File: src/rtl/core_if_pkg.sv
// Shared constants and types for the instruction fetch stage.
// Entry layout of the prefetch FIFO plus the canonical NOP and reset address.
package core_if_pkg;

  localparam int INST_W = 32;
  localparam int ADDR_W = 32;

  localparam logic [INST_W-1:0] INST_NOP       = 32'h0000_0013;
  localparam logic [ADDR_W-1:0] CPU_RESET_ADDR = 32'h0000_0000;

  typedef struct packed {
    logic [ADDR_W-1:0] addr;
    logic [INST_W-1:0] inst;
  } fetch_entry_t;

  function automatic logic [ADDR_W-1:0] word_align(input logic [ADDR_W-1:0] a);
    return a & ~ADDR_W'(3);
  endfunction

endpackage

File: src/rtl/core_if_fifo.sv
// Synchronous FIFO with flush, used both for the prefetch buffer and for the
// in-flight address queue. Head is read straight from the storage registers.
module core_if_fifo #(
  parameter int WIDTH = 32,
  parameter int DEPTH = 4,
  localparam int AW = $clog2(DEPTH)
) (
  input  logic             clk,
  input  logic             rst,
  input  logic             push,
  input  logic [WIDTH-1:0] push_data,
  input  logic             pop,
  input  logic             flush,
  output logic [AW:0]      count,
  output logic [WIDTH-1:0] head,
  output logic             empty
);

  localparam logic [AW:0] FULL_COUNT = (AW+1)'(DEPTH);

  logic [WIDTH-1:0] mem_q [DEPTH];
  logic [AW-1:0]    wr_ptr_q, wr_ptr_d;
  logic [AW-1:0]    rd_ptr_q, rd_ptr_d;
  logic [AW:0]      count_q, count_d;
  logic             do_push, do_pop;

  always_comb begin
    do_push  = push && !flush;
    do_pop   = pop && !flush && (count_q != '0);
    wr_ptr_d = wr_ptr_q;
    rd_ptr_d = rd_ptr_q;
    count_d  = count_q;
    if (flush) begin
      wr_ptr_d = '0;
      rd_ptr_d = '0;
      count_d  = '0;
    end else begin
      if (do_push) wr_ptr_d = wr_ptr_q + AW'(1);
      if (do_pop)  rd_ptr_d = rd_ptr_q + AW'(1);
      count_d = count_q + {{AW{1'b0}}, do_push} - {{AW{1'b0}}, do_pop};
    end
  end

  always_ff @(posedge clk) begin
    if (rst) begin
      wr_ptr_q <= '0;
      rd_ptr_q <= '0;
      count_q  <= '0;
    end else begin
      wr_ptr_q <= wr_ptr_d;
      rd_ptr_q <= rd_ptr_d;
      count_q  <= count_d;
    end
  end

  // Storage needs no reset: only slots covered by count are ever observed.
  always_ff @(posedge clk) begin
    if (do_push) mem_q[wr_ptr_q] <= push_data;
  end

  assign count = count_q;
  assign head  = mem_q[rd_ptr_q];
  assign empty = (count_q == '0);

  overflow_a: assert property (@(posedge clk) disable iff (rst)
    !(do_push && !do_pop && count_q == FULL_COUNT));

  underflow_a: assert property (@(posedge clk) disable iff (rst)
    !(pop && !flush && count_q == '0));

endmodule

File: src/rtl/core_if.sv
// Instruction fetch stage: owns the PC, issues word fetches under a credit
// limit, buffers responses with their addresses and handles redirects.
module core_if
  import core_if_pkg::*;
#(
  parameter logic [31:0] RESET_PC   = CPU_RESET_ADDR,
  parameter int          FIFO_DEPTH = 4
) (
  input  logic        clk,
  input  logic        rst,
  output logic        imem_req_valid,
  input  logic        imem_req_ready,
  output logic [31:0] imem_req_addr,
  input  logic        imem_rsp_valid,
  input  logic [31:0] imem_rsp_data,
  input  logic        jump_en,
  input  logic [31:0] jump_addr,
  output logic        inst_valid_out,
  input  logic        inst_ready_in,
  output logic [31:0] inst_out,
  output logic [31:0] inst_addr_out
);

  localparam int CW = $clog2(FIFO_DEPTH) + 1;

  logic [31:0]   pc_q, pc_d;
  logic [CW-1:0] drop_q, drop_d;

  logic          req_fire;
  logic          credit_ok;
  logic [CW:0]   occupancy;

  logic          fifo_push, fifo_pop;
  logic [CW-1:0] fifo_count;
  logic          fifo_empty;
  fetch_entry_t  fifo_in, fifo_head;

  logic          aq_pop;
  logic [CW-1:0] aq_count;
  logic          aq_empty;
  logic [31:0]   aq_head;

  // Outstanding requests are exactly the occupancy of the in-flight address
  // queue, which is never flushed so dropped responses still retire from it.
  assign occupancy = {1'b0, aq_count} + {1'b0, fifo_count};
  assign credit_ok = occupancy < (CW+1)'(FIFO_DEPTH);

  assign imem_req_valid = !rst && !jump_en && credit_ok;
  assign imem_req_addr  = pc_q;
  assign req_fire       = imem_req_valid && imem_req_ready;

  assign aq_pop    = imem_rsp_valid && !aq_empty;
  assign fifo_push = imem_rsp_valid && (drop_q == '0) && !jump_en;
  assign fifo_pop  = inst_valid_out && inst_ready_in;
  assign fifo_in   = '{addr: aq_head, inst: imem_rsp_data};

  always_comb begin
    pc_d = pc_q;
    if (jump_en) begin
      pc_d = word_align(jump_addr);
    end else if (req_fire) begin
      pc_d = pc_q + 32'd4;
    end
  end

  // Every request still in flight at a redirect belongs to the old path; the
  // dropped ones are already part of that count, so it replaces drop_q.
  always_comb begin
    drop_d = drop_q;
    if (jump_en) begin
      drop_d = aq_count - {{(CW-1){1'b0}}, imem_rsp_valid};
    end else if (imem_rsp_valid && (drop_q != '0)) begin
      drop_d = drop_q - CW'(1);
    end
  end

  always_ff @(posedge clk) begin
    if (rst) begin
      pc_q   <= word_align(RESET_PC);
      drop_q <= '0;
    end else begin
      pc_q   <= pc_d;
      drop_q <= drop_d;
    end
  end

  core_if_fifo #(
    .WIDTH ($bits(fetch_entry_t)),
    .DEPTH (FIFO_DEPTH)
  ) u_inst_fifo (
    .clk       (clk),
    .rst       (rst),
    .push      (fifo_push),
    .push_data (fifo_in),
    .pop       (fifo_pop),
    .flush     (jump_en),
    .count     (fifo_count),
    .head      (fifo_head),
    .empty     (fifo_empty)
  );

  core_if_fifo #(
    .WIDTH (32),
    .DEPTH (FIFO_DEPTH)
  ) u_addr_queue (
    .clk       (clk),
    .rst       (rst),
    .push      (req_fire),
    .push_data (pc_q),
    .pop       (aq_pop),
    .flush     (1'b0),
    .count     (aq_count),
    .head      (aq_head),
    .empty     (aq_empty)
  );

  assign inst_valid_out = !fifo_empty;
  assign inst_out       = fifo_empty ? INST_NOP : fifo_head.inst;
  assign inst_addr_out  = fifo_empty ? 32'h0 : fifo_head.addr;

  credit_a: assert property (@(posedge clk) disable iff (rst)
    occupancy <= (CW+1)'(FIFO_DEPTH));

  drop_a: assert property (@(posedge clk) disable iff (rst)
    drop_q <= aq_count);

  rsp_a: assert property (@(posedge clk) disable iff (rst)
    imem_rsp_valid |-> !aq_empty);

endmodule
File: config.mk
export PLATFORM = sky130hd
export DESIGN_NAME = core_if
export DESIGN_NICKNAME = d
export VERILOG_FILES = /design/src/rtl/core_if_pkg.sv /design/src/rtl/core_if_fifo.sv /design/src/rtl/core_if.sv
export SDC_FILE = /design/constraint.sdc
export NUM_CORES = 1
export LEC_CHECK = 0
export BUFFER_PORTS_ARGS = -buffer_cell sky130_fd_sc_hd__buf_2
export CORE_UTILIZATION = 45
export CTS_BUF_LIST = sky130_fd_sc_hd__clkbuf_4 sky130_fd_sc_hd__clkbuf_8
export DETAILED_ROUTE_END_ITERATION = 10
export GPL_TIMING_DRIVEN = 0
export PLACE_DENSITY = 0.66
export REMOVE_ABC_BUFFERS = 1
export SLEW_MARGIN = 15
export SYNTH_ARGS = -nofsm -noshare
export SYNTH_HDL_FRONTEND = slang
export SYNTH_SLANG_ARGS = --single-unit
File: constraint.sdc
create_clock -name clk -period 2.8 [get_ports clk]
set_input_delay 0.14 -clock clk [delete_from_list [all_inputs] [get_ports clk]]
set_output_delay 0.14 -clock clk [all_outputs]
set_load 0.005 [all_outputs]
After elaboration in Yosys (flattened, before gate mapping)
Memories as Yosys holds them, arrays and structs flattened. A register that Yosys moved wholly into a read port is not among the register bits.
Index checks and enable logic that the tools add are counted.

operators by class
  muxes and demuxes = 14
  $mul = 0
  reductions and logical operators = 25
  eq/ne operators = 0
  bitwise gates (word level) = 0
  div/mod/pow operators = 0
  $add $sub $neg = 12
  $lt $le $gt $ge = 1
  shifts and indexed selects = 0

operators by type and width
  cell                     count
  $mux W32                 4
  $add A32 B3 Y32 const B  1
  $logic_and A1 B1 Y1      12
  $logic_not A3 Y1         3
  $reduce_bool A3 Y1       3
  $sub A3 B1 Y3            3
  $add A2 B1 Y2 const B    4
  $mux W2                  4
  $add A3 B1 Y3            2
  $mux W3                  2
  $add A3 B3 Y4            1
  $logic_not A1 Y1         4
  $lt A4 B3 Y1 const B     1
  $mux W1                  4
  $reduce_bool A2 Y1       2
  $sub A3 B1 Y3 const B    1
  $reduce_or A2 Y1         1

word-level totals
  memory bits (writable) = 384
  input port bits = 70
  flip-flop bits (word level) = 49
  memory bits (read-only) = 0
  memories kept = 2
  output and inout bits = 98
  word-level logic and storage cells = 63
  bits in latches = 0

memories
  name                depth  width  read ports  clocked after Yosys merged registers in  write ports  line                text
  u_inst_fifo.mem_q   4      64     1           1                                        1            core_if_fifo.sv:21  logic [WIDTH-1:0] mem_q [DEPTH];
  u_addr_queue.mem_q  4      32     1           1                                        1            core_if_fifo.sv:21

Logic depth before layout (Yosys ltp)
Gate-level depths: netlist of run 1.

  depth after elaboration = 7
  gate-level depth with buffers = 11
  depth with buffers taken out = 10

Hierarchy
Synthesis of run 1 repeated with hierarchy kept, for this count alone.

second synthesis, totals
  cell total of the unflattened synthesis = 952
  area total of the unflattened synthesis = 17546.8 µm²

by module, submodules not included
  module                        cells an instance  area each (µm²)  instances  sequential area each (µm²)
  core_if_fifo at u_inst_fifo   381                9795.6           1          7867.5
  core_if_fifo at u_addr_queue  214                5143.7           1          4023.9
  core_if                       357                2607.5           1          660.6

Worst setup path before layout of run 1
No wires, ideal clock.

  path type = register to register
  start point = reg drop_q[0]
  end point = mem u_inst_fifo.mem_q[0][0] (netlist name) (enable)
  cell stages (with the launch flop) = 6
  path buffers = 0
  required time = 2.373 ns
  arrival time = 2.373 ns
  period minus slack after synthesis = 2.800 ns
  slack = 0.000 ns
  cell sequence = dfxtp_1 inv_1 ha_1 nand3_1 nor2_1 and2_1

between the ends
  word-level cells in the longest chain between the ends = 6

ends and longest elaborated chain
  element                           line                text
  from (decl)                       core_if.sv:27       logic [CW-1:0] drop_q, drop_d;
  from (signal assigned)            core_if.sv:83       drop_q <= drop_d;
  $logic_not A3 Y1                  core_if.sv:53       assign fifo_push = imem_rsp_valid && (drop_q == '0) && !jump_en;
  $logic_and A1 B1 Y1 (2 in a row)  core_if.sv:53
  $logic_and A1 B1 Y1               core_if_fifo.sv:28  do_push = push && !flush;
  net u_inst_fifo.do_push           core_if_fifo.sv:25  logic do_push, do_pop;
  $mux W1                           core_if_fifo.sv:58  if (do_push) mem_q[wr_ptr_q] <= push_data;
  $mux W1 (implied by the code)     core_if_fifo.sv:58
  to (decl)                         core_if_fifo.sv:21

The timed path passes the listed nets, and every way through them passes these cells.

Final worst setup path of run 1
  start point = reg u_inst_fifo.count_q[0], in the netlist u_inst_fifo.count[0]
  end point = reg u_inst_fifo.count_q[2], in the netlist u_inst_fifo.count[2]

between the ends
  word-level cells in the longest chain between the ends = 6
  elaborated cells between the ends (all ways) = 8

ends and longest elaborated chain
  element                 line                text
  from (decl)             core_if_fifo.sv:24  logic [AW:0] count_q, count_d;
  from (signal assigned)  core_if_fifo.sv:52  count_q <= count_d;
  $logic_not A3 Y1        core_if_fifo.sv:63  assign empty = (count_q == '0);
  $logic_not A1 Y1        core_if.sv:117      assign inst_valid_out = !fifo_empty;
  $logic_and A1 B1 Y1     core_if.sv:54       assign fifo_pop = inst_valid_out && inst_ready_in;
  $logic_and A1 B1 Y1     core_if_fifo.sv:29  do_pop = pop && !flush && (count_q != '0);
  $logic_and A1 B1 Y1 *   core_if_fifo.sv:29
  net u_inst_fifo.do_pop  core_if_fifo.sv:25
  $sub A3 B1 Y3 *         core_if_fifo.sv:40  count_d = count_q + {{AW{1'b0}}, do_push} - {{AW{1'b0}}, do_pop};

Mark *: on every way through the listed nets, which the timed path passes. The rest lies on a longest branch.
A chain may end at the register's enable or synchronous reset.

==> results of run 1 <==
==> cells by family (layout without fill, tap and decap cells) <==
logic type      count (synthesis)  count (layout)
fa+ha+maj                      21              21
compound gates                 68              68
xor+xnor                       22              22
other cells                     1               4
flops                         419             419
buf+inv                        70             406
simple gates                  206             206
mux                            99              99
==> metal layers <==
metal | part of all wire [%] | wire length (um) | global-route usage, % | vias up
met2 | 48 | 16700 | 30.2 | 307
li1 | - | - | - | 4153
met1 | 43 | 15000 | 24.7 | 4615
met4 | 2.3 | 787 | 6.32 | 0
met5 | 0 | 0 | 0 | -
met3 | 6.0 | 2080 | 3.90 | 64
==> cell type report <==
class                           count  area (um2)  area share (%)
Timing Repair Buffer              254        1870            9.23
Inverter                           23        90.1           0.444
Multi-Input combinational cell    420        4270            21.0
Sequential cell                   419       12100            59.6
Clock buffer                       91        1130            5.59
Clock inverter                     38         265            1.31
Tap cell                          461         577            2.84
==> power breakdown <==
part	switching (W)	internal, W	total (W)
combinational	0.000643	0.000730	0.00137
sequential	0.000263	0.00720	0.00747
clock	0.00237	0.00295	0.00532
total	0.00328	0.0109	0.0142
==> metrics by stage <==
stage	hold WS [ns]	instance area, um2	TNS (ns)
3_3_place_gp	0.354	17800	-820.24
4_1_cts	0.0528	20200	-0.0612
2_1_floorplan	0.207	16400	-78.78
6_report	0.0989	20300	0
3_5_place_dp	0.358	18200	-0.954
5_1_grt	0.0844	20300	0
==> synthesized netlist by cell type, types with 2 or more instances <==
cell / n
a211oi_1: 2
a21oi_1: 19
a22oi_1: 4
a31oi_1: 7
a41oi_1: 2
and2_1: 5
and3_1: 12
and4_1: 3
buf_1: 10
buf_2: 3
buf_4: 4
clkbuf_1: 29
dfxtp_1: 51
edfxtp_1: 368
fa_1: 2
ha_1: 19
inv_1: 23
mux2_2: 3
mux2i_1: 4
mux4_2: 92
nand2_1: 37
nand2b_1: 3
nand3_1: 11
nand4_1: 7
nor2_1: 29
nor2b_1: 62
nor3_1: 8
nor3b_1: 2
nor4_1: 8
o211ai_1: 5
o21a_1: 5
o21ai_0: 10
o311ai_0: 4
o31a_1: 3
or2_2: 5
or3_1: 5
or4_1: 3
xnor2_1: 14
xor2_1: 8
==> critical path, cell delays in order, from the launching register on <==
cell	delay, ns
dfxtp_1	0.36
nor3_2	0.60
nor3b_1	0.24
ha_1	0.34
inv_1	0.06
ha_1	0.13
inv_1	0.05
fa_1	0.37
xor2_1	0.18
xnor2_1	0.14
nor2_1	0.06
==> how the worst max path moves through the flow <==
stage	startpoint	endpoint	slack, ns	cells after the start
floorplan	u_inst_fifo.count[1]	u_inst_fifo.count[2]	-2.55	10
global placement	u_inst_fifo.count[1]	u_inst_fifo.count[2]	-7.16	10
detailed placement	u_inst_fifo.count[1]	u_addr_queue.count[2]	-0.49	10
CTS	u_addr_queue.count[2]	u_addr_queue.count[2]	-0.06	10
global route	u_inst_fifo.count[1]	u_inst_fifo.count[2]	0.0002	10
finish	u_inst_fifo.count[0]	u_inst_fifo.count[2]	0.16	10
==> registers in the layout, summed over array words and instances (netlist names), named ones only <==
name,cells
u_addr_queue.rd_ptr_q,2
imem_req_addr,30
u_inst_fifo.mem_q,248
u_addr_queue.mem_q,120
u_addr_queue.wr_ptr_q,2
u_inst_fifo.wr_ptr_q,2
u_inst_fifo.count,3
drop_q,3
u_addr_queue.count,3
u_inst_fifo.rd_ptr_q,2
==> what timing repair did <==
action / in CTS / in global routing
endpoints found under the hold margin: 159 / 0
setup buffers: 2 / 9
pin swaps: 2 / 3
resized for setup: 1 / 1
endpoints found under the setup margin: 10 / 8
hold buffers: 63 / 0
==> impl_metrics.json, run 1 <==
{
  "postLayoutCoreUtil_pct": 56.5,
  "required_ns": 3.27,
  "yosys.cell_types.count": 54,
  "end_kind": "flop",
  "drtAntennaViolNets": 0,
  "worstRegToRegCells": 10,
  "yosys.area_share.adder_pct": 1.67,
  "r2r_start": "u_inst_fifo.count[0]",
  "synth_top_area_share_pct": 66.6,
  "drt_iter0_drc": 549,
  "setup_viol": 0,
  "p_leak_nw": 7.00,
  "syn_area_per_cell_um2": 18.3,
  "dp.cells": 1503,
  "clk_latency_ns": 0.59,
  "clockBufferDepth": 3,
  "via_count": 9139,
  "cts_root_buf": "clkbuf_8",
  "tritoncts": "done",
  "critPathArrivalTime_ns": 3.11,
  "grt_pass1_vias": 9234,
  "final_common_cell": "edfxtp_1",
  "core_mm2": 0.0359,
  "drv_cap": 0,
  "grt.overflow.total": 0,
  "netlist_instances": 906,
  "drive_gt1_share_pct": 33.4,
  "hold_path_end": "u_addr_queue.count[1]",
  "fill_cells": 2766,
  "remaining_drc_errors": 0,
  "finalPower_w": 0.0142,
  "min_from": "rst",
  "ys.flop_type": "edfxtp_1",
  "dieHeight_um": 194,
  "post_drt_wl_per_cell_um": 20.3,
  "final_cells": 1706,
  "worst_slack_ns": 0.163,
  "syn_to_final_growth_pct": 22.3,
  "numPortBuffers": 161,
  "post-dp-hpwl_um": 21300,
  "ys.warnings.count": 0,
  "die_w_um": 194,
  "synth_mux_area_share_pct": 12.9,
  "drtPass1Iterations": 5,
  "hold_viol_final": 0,
  "clkSinkCount": 419,
  "worst-r2r-setup-slack_ns": 0.16,
  "synth_top_family_by_area": "multiplexers",
  "pre_cts_ws_ns": -0.493,
  "crit_type": "flop to flop",
  "layout_common_cells": "368 x edfxtp_1, 161 x buf_2, 92 x mux4_2",
  "cts.htree.levels": 3,
  "yosys.area_share.simple_pct": 6.89,
  "slew_viol_final": 0,
  "synth_enable_flop_cells": 368,
  "ioPinCount": 168,
  "grt_pass1_wl_um": 52700,
  "max_slew_margin_pct": 35.4,
  "period_minus_slack_ns": 2.64,
  "hp-class": "input pin to flop",
  "rows": 69,
  "synth_xor_area_share_pct": 1.16,
  "path_clk_slew_ns": 0.06,
  "r2r-end": "u_inst_fifo.count[2]",
  "period_share_pct": 94.2,
  "start_util_pct": 46.2,
  "drt_wl_total_um": 34600,
  "synthArstFlopShare_pct": 0,
  "synth_seq_cells": 419,
  "grt_max_degree": 44,
  "synth_area_leader_cell": "edfxtp_1",
  "rsz0062_at_grt": "no",
  "ir_worst_vdd_v": 0.000275,
  "synth_compound_gate_area_share_pct": 2.79,
  "grt_antenna_before_repair": 0,
  "status": "complete, no violations",
  "worst_pin_slew_ns": 0.967,
  "max_freq_mhz": 379,
  "power-per-cell-area_mw_per_mm2": 698,
  "synth-seq-area-share_pct": 72.8,
  "worstHoldPathCells": 2,
  "finalWeightedCongestion": 0.772,
  "netlist_area_mm2": 0.0166,
  "num-nets-final": 1279,
  "cts_buffers": 70,
  "startpoint_type": "flop",
  "fin_skew_ns": 0.0328,
  "vias_per_cell": 5.36,
  "crit_fanout": 7,
  "grt_use_total_pct": 18.5,
  "diodes": 0,
  "die_area_mm2": 0.0376,
  "synth_area_leaders": "edfxtp_1 67%, mux4_2 12%, dfxtp_1 6.2%"
}
(Power assumes the default switching activity.)
==> run 2, diff against run 1 <==
CORE_MARGIN = 8   (was not set)
==> run 2 against run 1 <==
Net effect:
- sequential share of layout area down 0.36 points
- setup slack lost 0.035 ns
- flip-flop and latch count is the same
- largest power group unchanged
- clock power rose by 6.2%
- register-to-register slack got worse by 0.04 ns
- die area grew 15%
- core utilization is 0.48 points lower
- design area is 0.58% higher
- non-clock buffer count decreased by 1
==> impl_metrics.json, run 2 (synthesis gave the netlist of run 1 again) <==
{
  "worst-r2r-setup-slack_ns": 0.13,
  "holdWs_ns": 0.0853,
  "drv_cap": 0,
  "drtAntennaViolNets": 0,
  "vias_per_cell": 5.36,
  "ioPinCount": 168,
  "worstHoldPathCells": 2,
  "cts_buffers": 70,
  "period_share_pct": 95.4,
  "cts.htree.levels": 3,
  "syn_to_final_growth_pct": 23.0,
  "end_kind": "flop",
  "grt_max_degree": 50,
  "diodes": 0,
  "p_leak_nw": 7.06,
  "slew_viol_final": 0,
  "numPortBuffers": 161,
  "grt.overflow.total": 0,
  "layout_common_cells": "368 x edfxtp_1, 161 x buf_2, 92 x mux4_2",
  "grt_pass1_wl_um": 55400,
  "clkSinkCount": 419,
  "num-nets-final": 1278,
  "period_minus_slack_ns": 2.67,
  "hold_viol_final": 0,
  "drive_gt1_share_pct": 34.0,
  "required_ns": 3.24,
  "worstRegToRegCells": 10,
  "fin_skew_ns": 0.0265,
  "largest_register_ffs": 248,
  "setup-tns-final_ns": 0,
  "multiInputGateArea_mm2": 0.00426,
  "rows": 70,
  "ff_latch_area_mm2": 0.0121,
  "tritoncts": "done",
  "ir_worst_vdd_v": 0.000394,
  "worst_pin_slew_ns": 0.914,
  "final_cells": 1704,
  "hp-class": "input pin to flop",
  "crit_type": "flop to flop",
  "clockBufferDepth": 3,
  "drt_wl_total_um": 35300,
  "post-dp-hpwl_um": 22200,
  "finalPower_w": 0.0145,
  "finalWeightedCongestion": 0.799,
  "die_w_um": 208,
  "startpoint_type": "flop",
  "fill_cells": 2815,
  "grt_antenna_before_repair": 0,
  "via_count": 9127,
  "max_slew_margin_pct": 39.0,
  "core_mm2": 0.0364,
  "rsz0062_at_grt": "no",
  "status": "complete, no violations",
  "die_area_mm2": 0.0433,
  "remaining_drc_errors": 0,
  "registers.top_by_ff_count": "u_inst_fifo.mem_q",
  "clk_latency_ns": 0.59,
  "post_drt_wl_per_cell_um": 20.7,
  "cts_root_buf": "clkbuf_8",
  "start_util_pct": 45.5,
  "setup_viol": 0,
  "dp.cells": 1512,
  "power-per-cell-area_mw_per_mm2": 712,
  "max_freq_mhz": 374,
  "critPathArrivalTime_ns": 3.11,
  "path_clk_slew_ns": 0.07,
  "grt_use_total_pct": 16.2,
  "crit_fanout": 27,
  "final_common_cell": "edfxtp_1",
  "dieHeight_um": 208,
  "drtPass1Iterations": 5,
  "drt_iter0_drc": 514,
  "grt_pass1_vias": 9642
}
## run 2: cell count changes in the layout (fill, tap and decap cells not counted), sizes merged
cell      previous run  this run
buf                191       189
inv                 25        28
bufinv               3         7
clkbuf              91        90
clkinv              31        19
clkinvlp             2         1
## run 2: layer usage
metal  GRT usage [%]  vias to the layer above  wire length (um)
met5               0                        -                 0
met4            5.31                        0               644
met3            4.34                       56              2340
met2            26.4                      304             16800
met1            21.1                     4624             15500
li1                -                     4143                 -
## run 2: final timing paths
kind | from | to
worst min register to register | u_addr_queue.wr_ptr_q[1] | u_addr_queue.wr_ptr_q[1]
worst max register to register | u_inst_fifo.count[2] | u_addr_queue.count[2]
worst min-delay path | rst | imem_req_addr[3]
worst max-delay path | u_inst_fifo.count[2] | u_addr_queue.count[2]
## run 2: stage by stage
stage | utilization (%) | worst slack (ns) | cell area, um2
finish | 56.0 | 0.128 | 20400
global route | 56.0 | 0.00249 | 20400
CTS | 55.9 | 0.0114 | 20300
detailed placement | 50.0 | -0.475 | 18200
global placement | 48.8 | -7.07 | 17800
floorplan | - | -2.55 | 16400
## run 2: worst max-delay path: stages, from the launching register on
cell and delay, ns:
dfxtp_1 0.42, ha_1 0.31, nor4b_4 0.39, nand2_4 0.27, clkinvlp_4 0.19, ha_1 0.16, inv_1 0.05, fa_1 0.37
xnor2_1 0.18, xnor2_1 0.14, nor2_1 0.05
## run 2: timing repair
action,4_1_cts,5_1_grt
endpoints found under the hold margin,159,0
endpoints found under the setup margin,22,11
cloned,0,1
hold buffers,63,0
setup buffers,3,4
pin swaps,3,2
gates resized for setup,2,0
## run 2: final cells by class
cell class	instances	area share (%)
Tap cell	468	2.87
Timing Repair Buffer	253	9.39
Sequential cell	419	59.2
Clock buffer	89	5.48
Clock inverter	32	1.71
Inverter	23	0.442
Multi-Input combinational cell	420	20.9
## run 2: power breakdown
part	internal, W	switching [W]
combinational	0.000757	0.000698
clock	0.00329	0.00236
sequential	0.00720	0.000215
total	0.0112	0.00328
